`src/rtl/pcie_tl_defs.sv`:
```
// Shared transaction-layer definitions for the VC egress scheduler.
// Contents:
//   NUM_VC         - number of virtual channels merged by the arbiter
//   VC_W           - width of a VC index
//   DATA_WIDTH_DEF - default word width of the VC / output FIFO buses
//   arb_state_e    - arbiter FSM encoding, also exported on the debug port
package pcie_tl_defs;

    localparam int NUM_VC         = 4;
    localparam int VC_W           = 2;
    localparam int DATA_WIDTH_DEF = 12;

    typedef enum logic [1:0] {
        ST_IDLE   = 2'd0,
        ST_ACTIVE = 2'd1,
        ST_STALL  = 2'd2
    } arb_state_e;

endpackage

```
`src/rtl/vc_rr_next.sv`:
```
// Combinational next-VC finder.
// Searches start+1, start+2, start+3 and finally start itself (mod NUM_VC)
// for the first VC whose FIFO is not empty.
// Ports:
//   start     in  VC_W    index the search wraps around (searched last)
//   empty     in  NUM_VC  per-VC FIFO empty flags
//   next_vc   out VC_W    first non-empty VC found (start when none)
//   any_valid out 1       at least one VC is non-empty
// Passing start = NUM_VC-1 turns this into a fixed priority encoder with
// VC0 as the highest priority.
module vc_rr_next
    import pcie_tl_defs::*;
(
    input  logic [VC_W-1:0]   start,
    input  logic [NUM_VC-1:0] empty,
    output logic [VC_W-1:0]   next_vc,
    output logic              any_valid
);

    always_comb begin
        logic [VC_W-1:0] idx;
        next_vc   = start;
        any_valid = 1'b0;
        idx       = start;
        // Walk from the farthest offset down to the nearest so the closest
        // non-empty VC after start is the one that sticks.
        for (int i = NUM_VC; i >= 1; i--) begin
            idx = start + VC_W'(i);
            if (!empty[idx]) begin
                next_vc   = idx;
                any_valid = 1'b1;
            end
        end
    end

endmodule

```
`src/rtl/vc_rr_arbiter.sv`:
```
// Egress scheduler: merges four show-ahead VC FIFOs into one output FIFO
// using burst-limited round-robin, honouring the output almost_full.
//
// Optional build macro VC_STRICT_PRIORITY_EN: when defined, the burst limit
// is ignored and the grant is re-evaluated every ACTIVE cycle to the
// lowest-index non-empty VC (VC0 highest priority, starvation allowed).
//
// Ports:
//   clk              in   rising-edge clock
//   reset            in   asynchronous active-low reset
//   data_in_0..3     in   head word of VCk FIFO (valid while !empty_k)
//   empty_0..3       in   VCk FIFO empty
//   almost_full_out  in   output FIFO almost full
//   pop_0..3         out  pop VCk FIFO (combinational)
//   data_out         out  word to output FIFO (registered)
//   push_out         out  push output FIFO (registered)
//   state            out  FSM state (IDLE=0, ACTIVE=1, STALL=2)
//   grant            out  currently granted VC index
//
// Handshake: a VC word transfers on any edge where pop_k is high; pop_k is
// only raised when VCk is not empty (its valid) and the output FIFO is not
// almost full (its ready). The popped word appears on data_out with
// push_out high exactly one cycle later; the output FIFO must accept it.
module vc_rr_arbiter
    import pcie_tl_defs::*;
#(
    parameter int DATA_WIDTH = DATA_WIDTH_DEF,
    parameter int BURST_MAX  = 4,
    parameter int CNT_W      = 2
) (
    input  logic                  clk,
    input  logic                  reset,
    input  logic [DATA_WIDTH-1:0] data_in_0,
    input  logic [DATA_WIDTH-1:0] data_in_1,
    input  logic [DATA_WIDTH-1:0] data_in_2,
    input  logic [DATA_WIDTH-1:0] data_in_3,
    input  logic                  empty_0,
    input  logic                  empty_1,
    input  logic                  empty_2,
    input  logic                  empty_3,
    input  logic                  almost_full_out,
    output logic                  pop_0,
    output logic                  pop_1,
    output logic                  pop_2,
    output logic                  pop_3,
    output logic [DATA_WIDTH-1:0] data_out,
    output logic                  push_out,
    output logic [1:0]            state,
    output logic [1:0]            grant
);

    localparam logic [CNT_W-1:0] BURST_LAST = CNT_W'(BURST_MAX - 1);

    arb_state_e              state_q;
    logic [VC_W-1:0]         grant_q;
    logic [CNT_W-1:0]        count_q;
    logic [NUM_VC-1:0]       empty_vec;
    logic [NUM_VC-1:0]       pop_vec;
    logic [DATA_WIDTH-1:0]   data_sel;
    logic [VC_W-1:0]         rot_vc;
    logic                    rot_any;

    assign empty_vec = {empty_3, empty_2, empty_1, empty_0};

`ifdef VC_STRICT_PRIORITY_EN
    // Start fixed at the last VC so the search begins at VC0.
    vc_rr_next u_next (
        .start     (VC_W'(NUM_VC - 1)),
        .empty     (empty_vec),
        .next_vc   (rot_vc),
        .any_valid (rot_any)
    );
`else
    vc_rr_next u_next (
        .start     (grant_q),
        .empty     (empty_vec),
        .next_vc   (rot_vc),
        .any_valid (rot_any)
    );
`endif

    // Pop only the granted VC, and only when it has a word and the output
    // FIFO can take one. Combinational on almost_full_out so a pop in the
    // cycle almost_full rises is still suppressed/allowed on its live value.
    always_comb begin
        pop_vec = '0;
        if (state_q == ST_ACTIVE && !almost_full_out && !empty_vec[grant_q]) begin
            pop_vec[grant_q] = 1'b1;
        end
    end

    always_comb begin
        case (grant_q)
            2'd0:    data_sel = data_in_0;
            2'd1:    data_sel = data_in_1;
            2'd2:    data_sel = data_in_2;
            default: data_sel = data_in_3;
        endcase
    end

    always_ff @(posedge clk or negedge reset) begin
        if (!reset) begin
            state_q  <= ST_IDLE;
            grant_q  <= '0;
            count_q  <= '0;
            push_out <= 1'b0;
            data_out <= '0;
        end else begin
            push_out <= |pop_vec;
            if (|pop_vec) begin
                data_out <= data_sel;
            end

            case (state_q)
                ST_IDLE: begin
                    if (rot_any) begin
                        if (almost_full_out) begin
                            state_q <= ST_STALL;
                        end else begin
                            state_q <= ST_ACTIVE;
                            grant_q <= rot_vc;
                            count_q <= '0;
                        end
                    end
                end

                ST_ACTIVE: begin
                    if (almost_full_out) begin
                        state_q <= ST_STALL;
`ifdef VC_STRICT_PRIORITY_EN
                    end else begin
                        // Re-pick the highest-priority VC every cycle.
                        state_q <= rot_any ? ST_ACTIVE : ST_IDLE;
                        if (rot_any) grant_q <= rot_vc;
                        count_q <= '0;
                    end
`else
                    end else if (empty_vec[grant_q] || count_q == BURST_LAST) begin
                        // Granted VC ran dry, or this pop ends its burst.
                        state_q <= rot_any ? ST_ACTIVE : ST_IDLE;
                        if (rot_any) grant_q <= rot_vc;
                        count_q <= '0;
                    end else begin
                        count_q <= count_q + 1'b1;
                    end
`endif
                end

                ST_STALL: begin
                    if (!almost_full_out) begin
                        if (!empty_vec[grant_q]) begin
                            // Resume the interrupted burst where it left off.
                            state_q <= ST_ACTIVE;
                        end else begin
                            state_q <= rot_any ? ST_ACTIVE : ST_IDLE;
                            if (rot_any) grant_q <= rot_vc;
                            count_q <= '0;
                        end
                    end
                end

                default: begin
                    state_q <= ST_IDLE;
                end
            endcase
        end
    end

    assign pop_0 = pop_vec[0];
    assign pop_1 = pop_vec[1];
    assign pop_2 = pop_vec[2];
    assign pop_3 = pop_vec[3];
    assign state = state_q;
    assign grant = grant_q;

endmodule

```
`config.mk`:
```
export PLATFORM = sky130hd
export DESIGN_NAME = vc_rr_arbiter
export DESIGN_NICKNAME = d
export VERILOG_FILES = /design/src/rtl/pcie_tl_defs.sv /design/src/rtl/vc_rr_next.sv /design/src/rtl/vc_rr_arbiter.sv
export SDC_FILE = /design/constraint.sdc
export NUM_CORES = 1
export LEC_CHECK = 0
export ABC_AREA = 1
export CAP_MARGIN = 10
export CORE_MARGIN = 2
export CORE_UTILIZATION = 42
export CTS_CLUSTER_DIAMETER = 60
export CTS_CLUSTER_SIZE = 24
export DETAILED_ROUTE_END_ITERATION = 8
export PLACE_DENSITY = 0.91
export SYNTH_ARGS = -nofsm -noshare
export SYNTH_HDL_FRONTEND = slang
export SYNTH_SLANG_ARGS = --single-unit
```
`constraint.sdc`:
```
create_clock -name clk -period 1.9 [get_ports clk]
set_input_delay 0.475 -clock clk [delete_from_list [all_inputs] [get_ports clk]]
set_output_delay 0.475 -clock clk [all_outputs]
set_load 0.01 [all_outputs]
```
==> metrics.yaml, run 1 <==
run_status:
  status: "complete, but fails checks"
  violations: "setup timing"
layout:
  layout_common_cells: "nand2_1 (74), clkdlybuf4s50_1 (65), buf_4 (30), nand3_1 (25), dfrtp_1 (17)"
  n_antenna_cell: 0
  layout_commonest_cell: "nand2_1"
  final_cells: 387
  area_growth_pct: 66.69
  nNetsFinal: 405
  fill_cells: 305
  fin_util: 0.7364
  drive_gt1_frac: 0.2360
power_and_ir_drop:
  ir_drop_uv: 893.6
  p_total_w: 0.003674
  leakage_nw: 1.325
  sw_frac_of_total: 0.4521
  combPwrFrac: 0.738
  clockPowerShare: 0.076
  powerDensity_nw_per_um2: 1343
  seqPwrFrac: 0.187
  p_int_w: 0.002013
  switchingPower_w: 0.001661
global_route:
  grtUsageTotal: 0.2396
  grt_max_degree: 25
  grt_pass1_wl_mm: 8.148
  grt_overflow: 0
  grt_pass1_vias: 1916
  antenna_found_initial: 0
critical_path:
  required_ns: 1.42
  crit_path_max_fanout: 4
  cp.depth: 9
  crit_type: "reg -> out"
  crit_chain: "inv_2, ha_4, inv_2, nor2_4, inv_2, nor2_4, inv_2, nor2_1, buf_2"
  cp_num_buf_inv: 5
  reg2reg_to: "data_out[3]"
  cpPeakStageDelay_ns: 0.39
  cp-endpoint: "pop_2"
  timing.rr.start: "grant[0]"
  cp-end-kind: "output pin"
  cpLargestDelayFamily: "flip-flops"
  critPathLaunch: "state[1]"
  crit_arrival_ns: 1.44
  cp_slowest_cell: "dfrtp_1"
  r2r_cells: 12
  critPathLaunchType: "flip-flop"
  crit_top_cell: "inv_2"
  r2r_slack_ns: 0.06
die:
  start_util: 0.4418
  boundaryPins: 76
  rows: 22
  dieWidth_um: 66.52
  die_h_um: 66.52
  coreArea_um2: 3716
  die_area_um2: 4425
run:
  cap_violations: 0
yosys:
  ys_seq_area_frac: 0.2896
  synth_area_leaders: "dfrtp_1 (29%), nand2_1 (18%), ha_1 (7.6%)"
  syn_nets: 299
  syn-cell-area_um2: 1642
  yosysWarningCount: 0
  synth_top_cell_area_share: 0.2896
  synth_top_area_cell: "dfrtp_1"
  yosys_register_bits: 19
  syn_inst: 234
  avgSynthCellArea_um2: 7.015
  yosys.cell_types.count: 27
hold_path:
  hold_class: "reg -> reg"
sta:
  finalHoldViolations: 0
  max_freq_ghz: 0.5226
  setup_ws_ns: -0.01360
  layout_min_cycle_time_ns: 1.914
  fin_crit_sh: 1.007
  slew_viol_final: 0
  timing.hold.ws_ns: 0.5088
  fin_skew_ns: 0.001987
  tightest_slew_ns: 0.6640
  rsz0062_at_grt: "yes"
  max-slew-margin-rel: 0.5573
  finalSetupViolations: 1
cts:
  clk_latency_ns: 0.25
  cts_buffer_depth: 2
  hold_buffers: 0
  clk_pin_slew_ns: 0.07
  ctsHtreeMaxLevel: 1
  cts.sinks: 19
  cts_buffers: 3
  root_buffer: "clkbuf_8"
  cts_tree: "built"
placement:
  portBuffers: 75
  gp_congestion: 0.9040
  dp.cells: 370
  dpl_worst_slack_ns: -0.6776
  dp_hpwl_mm: 3.994
routing:
  firstDrtPassIters: 4
  wirelength_mm: 5.274
  avgViaCountPerCell: 5.072
  drtIter0Drc: 73
  vias: 1963
  avgRoutedWirePerCell_um: 13.63
  ant_nets: 0
  drc_errors: 0
==> synth_stat cells <==
cell,number
a21oi_1,13
a22o_1,12
buf_2,2
buf_4,2
buf_6,1
buf_8,1
clkbuf_1,3
dfrtp_1,19
ha_1,10
inv_1,17
inv_2,2
nand2_1,78
nand2_2,3
nand2_4,2
nand3_1,25
nand3_2,4
nand3b_1,1
nand3b_4,1
nand4_1,1
nor2_1,11
nor2_2,1
nor2_4,1
o21ai_0,16
o21ai_1,4
o21ai_4,2
or2_1,1
or2_2,1
==> repair_timing <==
item,in CTS,in global routing
endpoints found under the setup margin,5,19
resized for setup,35,14
gates cloned,0,2
pin swaps,5,9
buffers inserted,10,2
==> cells by family (layout without fill, tap and decap cells) <==
logic type,Yosys count,after routing,share of synthesized area
adder cells (fa/ha/maj),10,10,0.07622
AO/OA/AOI/OAI,47,47,0.1845
AND/OR/NAND/NOR,130,131,0.3682
flip-flops,19,19,0.2896
buffers and inverters,28,132,0.08155
==> power by group through the flow <==
stage	Sequential, W	Clock [W]	Combinational [W]
CTS	0.000673	0.000289	0.00259
floorplan	0.000760	0	0.00142
detailed placement	0.000677	0	0.00245
global placement	0.000669	0	0.00238
finish	0.000686	0.000278	0.00271
global route	0.000705	0.000312	0.00300
==> metal layers <==
metal	global-route usage	vias up	wire length (um)
li1	-	988	-
met1	0.2529	886	2047
met4	0.09184	0	122
met2	0.4475	77	2642
met5	0	-	0
met3	0.06419	12	461
==> worst min path at each step <==
stage,start,endpoint,slack [ns],cells past startpoint
after floorplan,reset,count_q[0],0.18,0
after global placement,count_q[1],count_q[1],0.48,2
after detailed placement,count_q[1],count_q[1],0.50,2
after CTS,count_q[1],count_q[1],0.51,2
after global routing,data_out[0],data_out[0],0.55,2
final,count_q[1],count_q[1],0.51,2
==> area by class of cell <==
class	instances	area (um2)	area share
multi-input combinational	188	1087	0.3973
timing repair buffer	109	991.0	0.3621
sequential	19	478.0	0.1747
inverter	19	73.82	0.02698
tap	48	60.06	0.02195
clock buffer	3	41.29	0.01509
clock inverter	1	5.005	0.001829
==> worst min-delay path, cell delays in order (launching register included) <==
cell     delay (ns)
dfrtp_1        0.36
nand2_1        0.05
o21ai_1        0.06
==> through the flow <==
stage	setup TNS [ns]	area [um2]
after floorplan	0	1642
after global placement	-3.045	2555
after detailed placement	-4.412	2555
after CTS	-0.007245	2679
after global routing	-0.4189	2736
final	-0.01360	2736
==> state kept, by name, indices dropped and copies added (netlist names) <==
name      flops
push_out      1
count_q       2
grant         2
data_out     12
state         2
No activity file was read; power rests on OpenSTA's default activity.
==> run 2: changes to the inputs <==
Settings changed: SLEW_MARGIN set to 20.
Clock period 1.9 ns to 2 ns, I/O delays scaled along.
==> metrics.yaml, run 2 (same netlist as run 1, synthesis figures left out) <==
critical_path:
  crit_arrival_ns: 1.45  # was 1.44 ns
  required_ns: 1.50  # was 1.42 ns
  r2r_slack_ns: 0.18  # was 0.06 ns
  cp-end-kind: "output pin"  # unchanged
  critPathLaunchType: "primary input"  # was flip-flop
  crit_type: "in -> out"  # was reg -> out
  crit_path_max_fanout: 4  # unchanged
routing:
  ant_nets: 0  # unchanged
  firstDrtPassIters: 4  # unchanged
  wirelength_mm: 4.740  # was 5.274 mm
  drtIter0Drc: 177  # was 73
  avgRoutedWirePerCell_um: 12.51  # was 13.63 um
  drc_errors: 0  # unchanged
  avgViaCountPerCell: 5.066  # was 5.072
  vias: 1920  # was 1963
hold_path:
  hold_class: "reg -> reg"  # unchanged
cts:
  ctsHtreeMaxLevel: 1  # unchanged
  root_buffer: "clkbuf_8"  # unchanged
  cts_buffer_depth: 2  # unchanged
  cts_buffers: 3  # unchanged
  cts.sinks: 19  # unchanged
  cts_tree: "built"  # unchanged
  clk_pin_slew_ns: 0.07  # about the same
  clk_latency_ns: 0.26  # was 0.25 ns
die:
  dieWidth_um: 66.52  # unchanged
  die_area_um2: 4425  # unchanged
  start_util: 0.4418  # unchanged
  rows: 22  # unchanged
  boundaryPins: 76  # unchanged
  die_h_um: 66.52  # unchanged
  coreArea_um2: 3716  # unchanged
sta:
  finalSetupViolations: 0  # was 1
  fin_crit_sh: 0.9760
  slew_viol_final: 0  # unchanged
  rsz0062_at_grt: "yes"  # unchanged
  max-slew-margin-rel: 0.5455  # was 0.5573
  setup_tns_ns: 0  # was -0.01360 ns
  fin_skew_ns: 0.003773  # was 0.001987 ns
  layout_min_cycle_time_ns: 1.952
  finalHoldViolations: 0  # unchanged
  timing.hold.ws_ns: 0.5113  # was 0.5088 ns
  tightest_slew_ns: 0.6818  # was 0.6640 ns
  max_freq_ghz: 0.5123
global_route:
  antenna_found_initial: 0  # unchanged
  grt_max_degree: 25  # unchanged
  grt_pass1_vias: 1783  # was 1916
  grt_overflow: 0  # unchanged
  grt_pass1_wl_mm: 7.638  # was 8.148 mm
  grtUsageTotal: 0.2246  # was 0.2396
layout:
  layout_common_cells: "nand2_1 (76), clkdlybuf4s50_1 (66), buf_4 (27), nand3_1 (25), dfrtp_1 (18)"  # was nand2_1 (74), clkdlybuf4s50_1 (65), buf_4 (30), nand3_1 (25), dfrtp_1 (17)
  nNetsFinal: 397  # was 405
  largest_reg_flops: 12  # unchanged
  layout_commonest_cell: "nand2_1"  # unchanged
  fin_util: 0.7111  # was 0.7364
  area_growth_pct: 60.98  # was 66.69%
  top_register: "data_out"  # unchanged
  n_antenna_cell: 0  # unchanged
  drive_gt1_frac: 0.1964  # was 0.2360
power_and_ir_drop:
  clockPowerShare: 0.080  # was 0.076
  seqPwrFrac: 0.196  # was 0.187
  switchingPower_w: 0.001481  # was 0.001661 W
  powerDensity_nw_per_um2: 1250  # was 1343 nW/um2
  leakage_nw: 1.267  # was 1.325 nW
  p_int_w: 0.001821  # was 0.002013 W
  combPwrFrac: 0.723  # was 0.738
  sw_frac_of_total: 0.4484  # was 0.4521
  ir_drop_uv: 826.6  # was 893.6 uV
placement:
  portBuffers: 75  # unchanged
  dp_hpwl_mm: 3.877  # was 3.994 mm
  gp_congestion: 0.9064  # was 0.9040
run_status:
  status: "finished, final reports clean"  # was complete, but fails checks
run:
  cap_violations: 0  # unchanged
==> run 2: worst paths after layout <==
path / cells after the start / startpoint / to
max: 9 / empty_3 / pop_2
min reg2reg: 2 / data_out[6] / data_out[6]
max reg2reg: 8 / grant[0] / data_out[11]
max in group asynchronous: 2 / reset / grant[0]
min: 2 / data_out[6] / data_out[6]
min in group asynchronous: 2 / reset / data_out[8]
==> run 2: critical path, cell delays in order <==
cell	delay (ns)
dlygate4sd2_1	0.26
inv_2	0.07
nand2_1	0.08
nand3_2	0.10
nand2_4	0.06
nor2_4	0.11
inv_2	0.06
nor2_1	0.08
buf_2	0.13
==> run 2: power by group through the flow <==
stage / registers [W] / logic, W / clock network, W
global route: 0.000665 / 0.00266 / 0.000289
global placement: 0.000636 / 0.00226 / 0
detailed placement: 0.000645 / 0.00230 / 0
finish: 0.000649 / 0.00239 / 0.000265
floorplan: 0.000722 / 0.00135 / 0
CTS: 0.000646 / 0.00233 / 0.000267
==> run 2: layout make-up <==
cell class              instances  area, um2
clock buffers                   4      45.04
fillers                       328       1074
inverters                      19      71.32
multi-input cells             187       1062
flip-flops and latches         19      476.7
well taps                      48      60.06
repair buffers                102      927.1
==> run 2: through the flow <==
step                      area [um2]  power (W)  cells  worst slack, ns
after floorplan                 1642   0.002069    234          0.07827
final                           2643   0.003302    379          0.04804
after global placement          2555   0.002893    370          -0.5390
after CTS                       2596   0.003240    375         0.002275
after detailed placement        2555   0.002948    370          -0.5851
after global routing            2643   0.003610    379         -0.03378
==> run 2: per-layer routing <==
metal / track usage / vias up / wire length, um / part of all wire
met4: 0.07653 / 0 / 125 / 0.026
met1: 0.2497 / 869 / 1836 / 0.39
li1: - / 967 / - / -
met3: 0.06419 / 14 / 470 / 0.099
met5: 0 / - / 0 / 0
met2: 0.4063 / 70 / 2307 / 0.49
==> run 2: timing repair <==
| action | 4_1_cts | 5_1_grt |
|---|---|---|
| cloned | 0 | 0 |
| endpoints found under the setup margin | 4 | 6 |
| buffers inserted | 1 | 4 |
| gates resized for setup | 29 | 8 |
| pin swaps | 4 | 5 |
| hold buffers | 0 | 0 |
==> variant 1: new RTL, config.mk and constraints of run 1 <==
Change the package constant `DATA_WIDTH_DEF` from 12 to 18.
--- a/src/rtl/pcie_tl_defs.sv
+++ b/src/rtl/pcie_tl_defs.sv
@@ -8,7 +8,7 @@
 
     localparam int NUM_VC         = 4;
     localparam int VC_W           = 2;
-    localparam int DATA_WIDTH_DEF = 12;
+    localparam int DATA_WIDTH_DEF = 18;
 
     typedef enum logic [1:0] {
         ST_IDLE   = 2'd0,
Ports: changed (5 resized); port bits go from 76 to 106. No check against the original RTL was run, so the function may have changed too.
==> variant 1 against run 1 <==
The run still ends with setup timing left; wire length increased by 33%; area after synthesis rose by 26%; sequential cell count rose by 6; via count increased by 29%; die area increased by 24%; critical path depth unchanged; combinational power grew 23%; design area grew 28%; first-iteration DRC count rose by 140%; sequential power increased by 34%; total power up 25%; setup slack got worse by 0.080 ns; largest cell class is now buffers.
==> variant 1: results (changes against run 1) <==
metric,value,unit,change
Final WS setup,-0.0940,ns,-0.0804 ns
All-Layer GR Usage,0.254,,+0.0145
data arrival time of the critical path,1.52,ns,+0.08 ns
number of global-route vias before repair,2423,,+26%
FF-to-FF path depth,9,,-3
Worst Clk Skew,0.00423,ns,+0.00225 ns
Placement Cell Area,3360,sq um,+32%
# clock sinks,25,,+6
Leak,1.67,nW,+26%
Final #Nets,519,,+28%
fraction of area in multi-input gates,0.358,,-0.0394
reg2reg setup slack,0.09,ns,+0.03 ns
pre-CTS setup slack,-0.690,ns,-0.0122 ns
met1 GRT Util,0.290,,+0.0373
Critical Path Sink,pop_1,,
wire length on met1,2700,um,+32%
Setup TNS,-0.318,ns,-0.305 ns
failing checks,setup timing,,
hold_ws,0.504,ns,-0.00470 ns
routability cong.,0.930,,+2.9%
nonclk buf count,138,,+27%
largest net degree at the start of global routing,37,,+48%
Signal inverters,40,,+21
placed insts,486,,+31%
#MultiIn Comb,222,,+18%
M2 GR Usage,0.459,,+0.0118
Final clock-cell share,0.0139,,-0.00298
outcome,finished with violations,,
Area contributors post-synth,"dfrtp_1 30%, nand2_1 18%, nand3_1 7.8%",,
Final setup viols,4,,+3
-- variant 1: cell types whose count changed in the layout (fill, tap and decap cells not counted), sizes merged, moves of 3 or more --
cell,run 1,this run
nand3,29,32
dfrtp,19,25
a22o,12,0
o21ai,22,9
a21oi,13,20
a32oi,0,18
clkdlybuf4s50,65,96
inv,19,40
nand2,84,117
-- variant 1: power by group --
part / leakage [nW] / internal [W] / switching (W)
Sequential: 0.320 / 0.000758 / 0.000160
Combinational: 1.33 / 0.00155 / 0.00178
Clock: 0.0217 / 0.000149 / 0.000181
-- variant 1: cell families (layout without fill, tap and decap cells) --
group / count (synthesis) / after routing / share of synthesized area
adder cells (fa/ha/maj): 10 / 10 / 0.0607
AO/OA/AOI/OAI: 47 / 47 / 0.158
buffers and inverters: 54 / 182 / 0.115
flip-flops: 25 / 25 / 0.303
AND/OR/NAND/NOR: 164 / 165 / 0.363
==> variant 2: new RTL, flow settings as in run 1 <==
Made on the original files. Reset style: synchronous (`reset`), changed in one clocked block. Comments in the files are not updated.
--- a/src/rtl/vc_rr_arbiter.sv
+++ b/src/rtl/vc_rr_arbiter.sv
@@ -98,7 +98,7 @@
         endcase
     end
 
-    always_ff @(posedge clk or negedge reset) begin
+    always_ff @(posedge clk) begin
         if (!reset) begin
             state_q  <= ST_IDLE;
             grant_q  <= '0;
Behaviour: differs if reset is asserted again (counterexample within 4 cycles, from zero or initial values and one cycle with reset low); with reset held inactive, the same outputs for 10 cycles.
==> variant 2 against run 1 <==
Clock skew rose by 0.0017 ns; highest routed layer unchanged; total power fell by 21%; area after synthesis fell by 8.7%; sequential power fell by 12%; largest power group unchanged; wire length fell by 9.3%; setup slack improved by 0.028 ns; clock power fell by 32%; critical path depth did not move; critical path type unchanged; count of clock-buffer cells in the layout did not move; design area fell by 7.0%; sequential cell count did not move; utilization rose by 1.4 points; maximum frequency rose by 1.5%; sequential share of layout area fell by 2.2 points.
==> variant 2: results (changes against run 1) <==
metric,value,unit,change
number of library cell types mapped by synthesis,26,,-3.7%
"Hold Vio Cnt, Final",0,,unchanged
most common library cells after synthesis,"72 x nand2_1, 32 x inv_1, 20 x a21oi_1",,
Final #Nets,400,,-1.2%
number of global-route vias before repair,1688,,-12%
initial antenna violation count,0,,unchanged
DRT iter0 DRCs,106,,+45%
Placement Cell Area,2460,sq um,-3.8%
CTS root buffer,clkbuf_4,,
post-synthesis sequential area ratio,0.254,,-0.0359
"FFs w/ async S/R, synth",0,,-1.00
Via-to-Cell Ratio,4.84,,-4.5%
"Largest delay share family, worst path",buffers and inverters,,
ys flop type,dfxtp_1,,
first-pass GRT wire length,7620,um,-6.5%
WL/cell,12.6,um,-7.6%
Met2 Routed Length,2370,um,-10%
wire length on met1,2050,um,+0.34%
clk_lat worst skew,0.28,ns,+0.03 ns
port buffer count,75,,unchanged
outcome,"complete, no violations",,
Crit path largest cell delay,0.34,ns,-0.05 ns
Rel. slew slack,0.806,,+0.248
Routed met3 length,316,um,-31%
Worst Clk Skew,0.00373,ns,+0.00174 ns
largest net degree at the start of global routing,17,,-32%
top sig layer,met4,,
share of post-route cells with drive strength above 1,0.198,,-0.0384
slowest CP cell,dfxtp_2,,
post-DP HPWL,3780,um,-5.4%
Peak VDD IR,0.750,mV,-16%
clock transition at the registers of the reported paths,0.10,ns,+0.03 ns
All-Layer GR Usage,0.232,,-0.00731
Area contributors post-synth,"dfxtp_1 25%, nand2_1 18%, ha_1 8.3%",,
data arrival time of the critical path,1.41,ns,-0.03 ns
routability cong.,0.861,,-4.8%
Sw Ratio,0.455,,+0.00255
fillers,237,,-22%
pre-CTS setup slack,-0.600,ns,+0.0778 ns
Leak,1.21,nW,-9.0%
[variant 2: final cells by class]
| cell class | count | area [sq um] | area share |
|---|---|---|---|
| Inverter | 34 | 135 | 0.0531 |
| Clock inverter | 1 | 5.00 | 0.00197 |
| Clock buffer | 3 | 22.5 | 0.00885 |
| Multi-Input combinational cell | 174 | 1000 | 0.394 |
| Timing Repair Buffer | 103 | 935 | 0.367 |
| Tap cell | 46 | 57.6 | 0.0226 |
| Sequential cell | 19 | 388 | 0.152 |
[variant 2: layer usage]
layer	vias to the layer above	track usage
li1	964	-
met1	818	0.291
met2	54	0.418
met3	4	0.0299
met4	0	0.0598
met5	-	0
[variant 2: path summary, 6_finish.rpt]
| path | from | endpoint | slack (ns) | cells after the start |
|---|---|---|---|---|
| setup / recovery | state[1] | pop_2 | 0.01 | 9 |
| hold / removal | count_q[1] | count_q[1] | 0.47 | 2 |
| setup reg to reg | grant[0] | data_out[2] | 0.13 | 10 |
| hold reg to reg | count_q[1] | count_q[1] | 0.47 | 2 |
[variant 2: logic make-up (layout without fill, tap and decap cells)]
logic type,count (synthesis),count (layout),synth area share
flip-flops,19,19,0.254
AO/OA/AOI/OAI,45,45,0.193
AND/OR/NAND/NOR,119,119,0.358
adder cells (fa/ha/maj),10,10,0.0835
buffers and inverters,41,141,0.112
[variant 2: power groups by stage]
stage          clock, W  combinational [W]  sequential (W)
2_1_floorplan         0            0.00111        0.000631
3_3_place_gp          0            0.00196        0.000579
3_5_place_dp          0            0.00200        0.000586
4_1_cts        0.000196            0.00207        0.000605
5_1_grt        0.000214            0.00235        0.000616
6_report       0.000189            0.00213        0.000606
[variant 2: repair_timing]
item | in CTS | in global routing
pin swaps | 7 | 7
setup buffers | 3 | 0
hold endpoints to repair | 0 | 0
hold buffers | 0 | 0
gates resized for setup | 38 | 7
setup endpoints to repair | 5 | 8
[variant 2: stage by stage]
stage,TNS [ns],cells,hold slack [ns],power (W)
2_1_floorplan,0,234,0.427,0.00174
3_3_place_gp,-4.18,373,0.440,0.00254
3_5_place_dp,-5.43,373,0.458,0.00258
4_1_cts,-0.0146,380,0.472,0.00288
5_1_grt,-0.345,380,0.485,0.00318
6_report,0,380,0.470,0.00292
[variant 2: tightest hold or removal path: stages, from the launching register on]
cell and delay, ns:
dfxtp_1 0.33, inv_1 0.05, a21oi_1 0.05
